### config.mk
export PLATFORM = sky130hd
export DESIGN_NAME = router_merge_flat
export DESIGN_NICKNAME = d
export VERILOG_FILES = /design/src/rtl/router_merge_pkg.sv /design/src/rtl/router_merge_if.sv /design/src/rtl/router_merge_rr_arbiter.sv /design/src/rtl/router_merge.sv /design/src/flat_wrapper.sv
export SDC_FILE = /design/constraint.sdc
export NUM_CORES = 1
export LEC_CHECK = 0
export CORE_ASPECT_RATIO = 0.5
export CORE_UTILIZATION = 49
export DETAILED_ROUTE_END_ITERATION = 8
export MAX_ROUTING_LAYER = met4
export PLACE_DENSITY_LB_ADDON = 0.3
export SYNTH_ARGS = -nofsm -noshare
export SYNTH_HDL_FRONTEND = slang
export SYNTH_SLANG_ARGS = --single-unit
### constraint.sdc
create_clock -name clk -period 3.8 [get_ports clk]
set_input_delay 0.57 -clock clk [delete_from_list [all_inputs] [get_ports clk]]
set_output_delay 0.57 -clock clk [all_outputs]
set_load 0.1 [all_outputs]
### src/rtl/router_merge_pkg.sv
// Shared types and sizing for the four-to-one return-path merge.
// ROUTER_MERGE_FIXED_PRIO_EN selects fixed-priority arbitration; round-robin otherwise.
package router_merge_pkg;
  localparam int DATA_WIDTH = 32;
  localparam int NUM_PORTS  = 4;
  localparam int ADDR_W     = 2;

  typedef logic [ADDR_W-1:0]     port_idx_t;
  typedef logic [DATA_WIDTH-1:0] data_t;
endpackage

### src/rtl/router_merge_if.sv
// Bundle of the four source ports and the merged output; slave is the merge block's view.
// Source side is valid/ready with one word in flight per port, output side is valid/ready.
interface router_merge_if;
  import router_merge_pkg::*;

  data_t     din0, din1, din2, din3;
  logic      din_en0, din_en1, din_en2, din_en3;
  logic      din_rdy0, din_rdy1, din_rdy2, din_rdy3;
  data_t     dout;
  logic      dout_en;
  port_idx_t dout_addr;
  logic      dout_rdy;

  modport slave (
    input  din0, din1, din2, din3,
    input  din_en0, din_en1, din_en2, din_en3,
    output din_rdy0, din_rdy1, din_rdy2, din_rdy3,
    output dout, dout_en, dout_addr,
    input  dout_rdy
  );

  modport master (
    output din0, din1, din2, din3,
    output din_en0, din_en1, din_en2, din_en3,
    input  din_rdy0, din_rdy1, din_rdy2, din_rdy3,
    input  dout, dout_en, dout_addr,
    output dout_rdy
  );
endinterface

### src/rtl/router_merge_rr_arbiter.sv
// Four-way arbiter, combinational grant; round-robin from last_grant+1, or fixed
// priority (port 0 highest) when ROUTER_MERGE_FIXED_PRIO_EN is defined. No grant while en is low.
module rr_arbiter
  import router_merge_pkg::*;
(
  input  logic                 clk,
  input  logic                 reset,
  input  logic [NUM_PORTS-1:0] req,
  input  logic                 en,
  output logic [NUM_PORTS-1:0] gnt,
  output port_idx_t            gnt_idx
);

`ifdef ROUTER_MERGE_FIXED_PRIO_EN
  // Walk from the lowest-priority port upward so port 0 overrides everything.
  always_comb begin
    gnt     = '0;
    gnt_idx = '0;
    for (int k = NUM_PORTS - 1; k >= 0; k--) begin
      if (en && req[k]) begin
        gnt     = '0;
        gnt[k]  = 1'b1;
        gnt_idx = port_idx_t'(k);
      end
    end
  end
`else
  port_idx_t last_grant;
  port_idx_t cand;
  logic      found;

  // Index arithmetic is ADDR_W bits wide, so the search wraps 3 -> 0 naturally.
  always_comb begin
    gnt     = '0;
    gnt_idx = '0;
    found   = 1'b0;
    cand    = '0;
    for (int k = 0; k < NUM_PORTS; k++) begin
      cand = last_grant + port_idx_t'(k + 1);
      if (en && !found && req[cand]) begin
        found     = 1'b1;
        gnt[cand] = 1'b1;
        gnt_idx   = cand;
      end
    end
  end

  always_ff @(posedge clk) begin
    if (reset) begin
      last_grant <= port_idx_t'(NUM_PORTS - 1);
    end else if (|gnt) begin
      last_grant <= gnt_idx;
    end
  end
`endif

endmodule

### src/rtl/router_merge.sv
// Merges four sources onto one output tagged with the source index; 2 edges input-to-output.
// Output holds while dout_rdy is low; each source buffer stalls (din_rdy low) until drained.
module router_merge
  import router_merge_pkg::*;
(
  input  logic           clk,
  input  logic           reset,
  router_merge_if.slave  bus
);

  data_t                din_dat [NUM_PORTS];
  logic [NUM_PORTS-1:0] din_vld;
  data_t                buf_dat [NUM_PORTS];
  logic [NUM_PORTS-1:0] buf_vld;
  logic [NUM_PORTS-1:0] gnt;
  port_idx_t            gnt_idx;
  logic                 out_free;

  data_t                dout_q;
  logic                 dout_en_q;
  port_idx_t            dout_addr_q;

  assign din_dat[0] = bus.din0;
  assign din_dat[1] = bus.din1;
  assign din_dat[2] = bus.din2;
  assign din_dat[3] = bus.din3;
  assign din_vld    = {bus.din_en3, bus.din_en2, bus.din_en1, bus.din_en0};

  // Ready depends only on buffer occupancy, so a drained buffer refills one cycle later.
  assign bus.din_rdy0 = !buf_vld[0];
  assign bus.din_rdy1 = !buf_vld[1];
  assign bus.din_rdy2 = !buf_vld[2];
  assign bus.din_rdy3 = !buf_vld[3];

  assign out_free = !dout_en_q || bus.dout_rdy;

  rr_arbiter u_arb (
    .clk     (clk),
    .reset   (reset),
    .req     (buf_vld),
    .en      (out_free),
    .gnt     (gnt),
    .gnt_idx (gnt_idx)
  );

  // Load and drain are exclusive per port: a grant needs buf_vld, a load needs !buf_vld.
  always_ff @(posedge clk) begin
    if (reset) begin
      buf_vld <= '0;
    end else begin
      for (int i = 0; i < NUM_PORTS; i++) begin
        if (din_vld[i] && !buf_vld[i]) begin
          buf_vld[i] <= 1'b1;
        end else if (gnt[i]) begin
          buf_vld[i] <= 1'b0;
        end
      end
    end
  end

  always_ff @(posedge clk) begin
    for (int i = 0; i < NUM_PORTS; i++) begin
      if (din_vld[i] && !buf_vld[i]) begin
        buf_dat[i] <= din_dat[i];
      end
    end
  end

  always_ff @(posedge clk) begin
    if (reset) begin
      dout_q      <= '0;
      dout_en_q   <= 1'b0;
      dout_addr_q <= '0;
    end else if (|gnt) begin
      dout_q      <= buf_dat[gnt_idx];
      dout_en_q   <= 1'b1;
      dout_addr_q <= gnt_idx;
    end else if (out_free) begin
      dout_en_q   <= 1'b0;
    end
  end

  assign bus.dout      = dout_q;
  assign bus.dout_en   = dout_en_q;
  assign bus.dout_addr = dout_addr_q;

endmodule

### src/flat_wrapper.sv
// flat-port wrapper written by rule: the top's interface ports become plain ports
module router_merge_flat import router_merge_pkg::*;
  (clk, reset, bus_din0, bus_din1, bus_din2, bus_din3, bus_din_en0, bus_din_en1, bus_din_en2, bus_din_en3, bus_din_rdy0, bus_din_rdy1, bus_din_rdy2, bus_din_rdy3, bus_dout, bus_dout_en, bus_dout_addr, bus_dout_rdy);
  router_merge_if bus_i ();
  input  logic clk;
  input  logic reset;
  input wire logic [$bits(bus_i.din0)-1:0] bus_din0;
  input wire logic [$bits(bus_i.din1)-1:0] bus_din1;
  input wire logic [$bits(bus_i.din2)-1:0] bus_din2;
  input wire logic [$bits(bus_i.din3)-1:0] bus_din3;
  input wire logic [$bits(bus_i.din_en0)-1:0] bus_din_en0;
  input wire logic [$bits(bus_i.din_en1)-1:0] bus_din_en1;
  input wire logic [$bits(bus_i.din_en2)-1:0] bus_din_en2;
  input wire logic [$bits(bus_i.din_en3)-1:0] bus_din_en3;
  output wire logic [$bits(bus_i.din_rdy0)-1:0] bus_din_rdy0;
  output wire logic [$bits(bus_i.din_rdy1)-1:0] bus_din_rdy1;
  output wire logic [$bits(bus_i.din_rdy2)-1:0] bus_din_rdy2;
  output wire logic [$bits(bus_i.din_rdy3)-1:0] bus_din_rdy3;
  output wire logic [$bits(bus_i.dout)-1:0] bus_dout;
  output wire logic [$bits(bus_i.dout_en)-1:0] bus_dout_en;
  output wire logic [$bits(bus_i.dout_addr)-1:0] bus_dout_addr;
  input wire logic [$bits(bus_i.dout_rdy)-1:0] bus_dout_rdy;
  assign bus_i.din0 = bus_din0;
  assign bus_i.din1 = bus_din1;
  assign bus_i.din2 = bus_din2;
  assign bus_i.din3 = bus_din3;
  assign bus_i.din_en0 = bus_din_en0;
  assign bus_i.din_en1 = bus_din_en1;
  assign bus_i.din_en2 = bus_din_en2;
  assign bus_i.din_en3 = bus_din_en3;
  assign bus_din_rdy0 = bus_i.din_rdy0;
  assign bus_din_rdy1 = bus_i.din_rdy1;
  assign bus_din_rdy2 = bus_i.din_rdy2;
  assign bus_din_rdy3 = bus_i.din_rdy3;
  assign bus_dout = bus_i.dout;
  assign bus_dout_en = bus_i.dout_en;
  assign bus_dout_addr = bus_i.dout_addr;
  assign bus_i.dout_rdy = bus_dout_rdy;
  router_merge u_core (.clk(clk), .reset(reset), .bus(bus_i));
endmodule
==> results_tabular.tex <==
\begin{tabular}{lr}
\hline
Metric & Value \\
\hline
\multicolumn{2}{l}{\textbf{Power and ir drop}} \\
Switching share of total power & $\sim$45\% \\
Total power & between 0.008 and 0.009 W \\
Power density cells & 870 nW/um\^{}2 \\
Peak supply drop & 0.759 mV \\
Internal power component & 0.00458 W \\
Part of the total power dissipated in sequential elements & slightly below 30\% \\
Switching power summed over all nets & around 0.0038 W \\
Part of the total power dissipated in combinational logic & slightly above 50\% \\
Static power due to leakage & 3.46 nW \\
Share of total power in the clock network & 20.2\% \\
\multicolumn{2}{l}{\textbf{Worst setup path}} \\
Endpoint type of the worst setup path & register \\
Max FO, Critical Path & 24 \\
R2r setup slk & $\sim$0.26 ns \\
Setup Crit Path Kind & register to register \\
Worst setup path startpoint & u\_core.u\_arb.last\_grant[1] \\
Startpoint kind of the worst setup timing path & register \\
Req. time, crit path & approximately 4.1 ns \\
Data arrival time of the critical path & around 3.9 ns \\
Critical R2R Launch & u\_core.u\_arb.last\_grant[1] \\
\multicolumn{2}{l}{\textbf{Clock tree}} \\
Htree depth & 4 \\
Worst skew pair latency & approximately 0.43 ns \\
Clock tree from TritonCTS & done \\
Bufs on Longest Clock Path & 2 \\
Total clock buffers created by CTS & 17 \\
CTS clock-pin slew for the worst setup and hold paths & approximately 0.07 ns \\
Clock Tree Root & clkbuf\_16 \\
Sinks on Clock Net & around 170 \\
\multicolumn{2}{l}{\textbf{Global route}} \\
Vias in the first global route & between 5k and 6k \\
Global-route congestion overflow total & 0 \\
Number of antenna violations at the first check in global routing & 0 \\
Largest net degree at the start of global routing & slightly above 70 \\
Wire length of the first global-routing pass & approximately 28 mm \\
Global Route Usage Sum & a little over a quarter \\
\multicolumn{2}{l}{\textbf{STA}} \\
Final worst setup slack & around 0.26 ns \\
Number of hold violations in the final report & 0 \\
Final setup violating endpoints & 0 \\
Unrepaired setup endpoints after global routing & no \\
Share of the clock period used by the worst path & between 90 and 100\% \\
Clock tree skew after final layout & 0.0125 ns \\
Hold WS & $\sim$0.45 ns \\
Achievable frequency & roughly 0.28 GHz \\
Max-slew violation total from the final report & 0 \\
Headroom to the max-slew limit & between 30\% and 40\% \\
Time the final worst path needs with I/O delays and setup & 3.54 ns \\
Total Negative Setup Slacks & 0 ns \\
Worst-margin pin slew & 1.01 ns \\
\multicolumn{2}{l}{\textbf{Final layout}} \\
Final Cell Area & slightly below 10,000 sq um \\
Net count, final & between 800 and 900 \\
Diode insertion count for antenna repair & 0 \\
Post-synthesis to final-layout area growth & 37.2\% \\
Fill cells & about 940 \\
Fraction of final layout cells sized beyond drive strength 1 & around a tenth \\
\multicolumn{2}{l}{\textbf{Yosys}} \\
Register area share after synthesis & between 60\% and 70\% \\
Most used flip-flop cell after synthesis & edfxtp\_1 \\
Gate count after technology mapping & between 500 and 600 \\
Library cell with the largest summed area after synthesis & edfxtp\_1 \\
Synthesized netlist net count & 712 \\
Fraction of synthesized cell area taken by the top area cell type & between 50\% and 60\% \\
Leading cell types by total area after synthesis & edfxtp\_1, dfxtp\_1, a211oi\_1 \\
Mapped cell area & $\sim$7000 sq um \\
Unique masters post-synth & 40 \\
Mean Syn Cell Area & 12.3 sq um \\
Number of flip-flops and latches in the synthesized netlist & approximately 170 \\
Number of synthesis warnings & 0 \\
Count of flip-flops with a built-in enable after synthesis & $\sim$130 \\
Fraction of registers with async set or reset after synthesis & 0\% \\
\multicolumn{2}{l}{\textbf{Drt}} \\
Via density per instance & $\sim$5.7 \\
Met3 wirelength from detailed routing & 1.31 mm \\
Met2 layer wire length in the routed design & around 9.5 mm \\
Routed wire per std cell & between 20 and 25 um \\
Total wire length & 19.1 mm \\
Number of antenna-violating nets in the routed design & 0 \\
Vias & 5,377 \\
Uppermost layer routed & met4 \\
Number of detailed-routing iterations run before antenna repair & 5 \\
DRT met1 WL & 7.96 mm \\
Total DRC errors in the routed layout & 0 \\
Drt initial violations & between 400 and 500 \\
\multicolumn{2}{l}{\textbf{Worst hold path}} \\
Hold wc startpoint & u\_core.bus.dout[9] \\
Class of the most critical hold timing path & register to register \\
\multicolumn{2}{l}{\textbf{Placement}} \\
Placed cell area & approximately 9000 sq um \\
Weighted congestion at the end of routability-driven global placement & between 0.9 and 1 \\
HPWL after detailed placement & between 10 and 15 mm \\
\# port buffers & between 150 and 200 \\
Worst setup slack after placement & about 0.15 ns \\
\multicolumn{2}{l}{\textbf{Floorplan}} \\
Die width & 171 um \\
Die span in y & 86.6 um \\
Starting Density & around half \\
Area enclosed by the die boundary & approximately 15,000 sq um \\
Number of placement rows & 30 \\
Number of placed I/O pins & 174 \\
Core Area & around 14,000 sq um \\
\multicolumn{2}{l}{\textbf{Outcome}} \\
Status & finished clean \\
\multicolumn{2}{l}{\textbf{Run}} \\
Maxcap violations & 0 \\
\hline
\end{tabular}
## registers in the layout (all words and copies together), names as in the netlist
| register | count |
|---|---|
| u_core.bus.dout_en | 1 |
| u_core.bus.dout_addr | 2 |
| u_core.buf_dat | 128 |
| u_core.u_arb.last_grant | 2 |
| u_core.buf_vld | 4 |
| u_core.bus.dout | 32 |
## cell usage in the layout (no fill, tap or decap), drive strengths merged, types with 5 or more instances in the layout
master	netlist	routed
clkdlybuf4s50	0	172
edfxtp	128	128
nand2	105	105
a211oi	65	65
inv	39	46
dfxtp	41	41
a21oi	35	35
a311o	32	32
buf	14	22
nor2	18	18
clkbuf	31	18
ha	8	8
o21ai	7	8
nor2b	7	7
and2	5	5
clkinv	0	5
## Yosys cell counts, drive strengths merged, types with 2 or more instances
| library cell | n |
|---|---|
| a311o | 32 |
| ha | 8 |
| a21o | 2 |
| a311oi | 2 |
| nor2 | 18 |
| edfxtp | 128 |
| clkbuf | 31 |
| a221o | 4 |
| buf | 14 |
| and2 | 5 |
| dfxtp | 41 |
| nand2 | 105 |
| nor3 | 2 |
| a21oi | 35 |
| mux2i | 4 |
| mux4 | 3 |
| a211oi | 65 |
| o21ai | 7 |
| nand4 | 2 |
| nor2b | 7 |
| inv | 39 |
## cells by family (layout without fill, tap and decap cells)
group | after synthesis | after routing | synth area share, %
adder cells (fa/ha/maj) | 8 | 8 | 1.43
AND/OR/NAND/NOR | 147 | 147 | 9.01
multiplexers | 7 | 7 | 1.53
buffers and inverters | 84 | 265 | 5.06
XOR/XNOR | 1 | 1 | 0.125
AO/OA/AOI/OAI | 153 | 154 | 16.4
flip-flops | 169 | 169 | 66.5
## per-layer routing
layer  vias to the layer above  global-route usage, %
met1                      2630                   33.8
met4                         0                   9.90
met3                        42                   5.07
met5                         -                      -
met2                       252                   43.3
li1                       2453                      -
## worst max-delay path, stage by stage, from the launching register on
cell	delay [ns]
dfxtp_1	0.51
inv_1	0.19
ha_1	0.40
mux4_2	0.61
buf_4	0.19
nor2_1	0.13
o21ai_2	0.15
o21ai_4	0.24
buf_4	0.39
a211oi_1	0.11
a311o_1	0.34
a21oi_1	0.18
## worst paths after layout
check / depth (start not counted) / endpoint
worst max-delay path: 11 / u_core.bus.dout[8]
worst min-delay path: 2 / u_core.bus.dout[9]
worst max register to register: 11 / u_core.bus.dout[8]
worst min register to register: 2 / u_core.bus.dout[9]
## what timing repair did
item	in CTS	in global routing
hold buffers	0	0
setup buffers	0	3
gates resized for setup	0	5
endpoints found under the setup margin	0	32
hold endpoints to repair	0	0
## layout make-up
| type | count | area [sq um] | share of cell area, % |
|---|---|---|---|
| Sequential cell | 169 | 4660 | 48.5 |
| Tap cell | 192 | 240 | 2.50 |
| Inverter | 39 | 146 | 1.52 |
| Timing Repair Buffer | 194 | 1900 | 19.7 |
| Clock buffer | 18 | 429 | 4.46 |
| Multi-Input combinational cell | 317 | 2100 | 21.8 |
| Clock inverter | 14 | 150 | 1.56 |
## power groups by stage
stage / combinational, W / clock (W) / sequential (W)
after global routing: 0.00451 / 0.00178 / 0.00246
final: 0.00425 / 0.00169 / 0.00244
after detailed placement: 0.00408 / 0 / 0.00247
after global placement: 0.00396 / 0 / 0.00247
after floorplan: 0.00230 / 0 / 0.00321
after CTS: 0.00412 / 0.00169 / 0.00244
## per-stage QoR
stage / instances / utilization [%]
after global placement: 907 / 65.3
after detailed placement: 907 / 65.3
final: 943 / 69.9
after CTS: 939 / 69.5
after floorplan: 569 / -
after global routing: 943 / 69.9
Note: power is estimated with default switching activity, not from simulation.
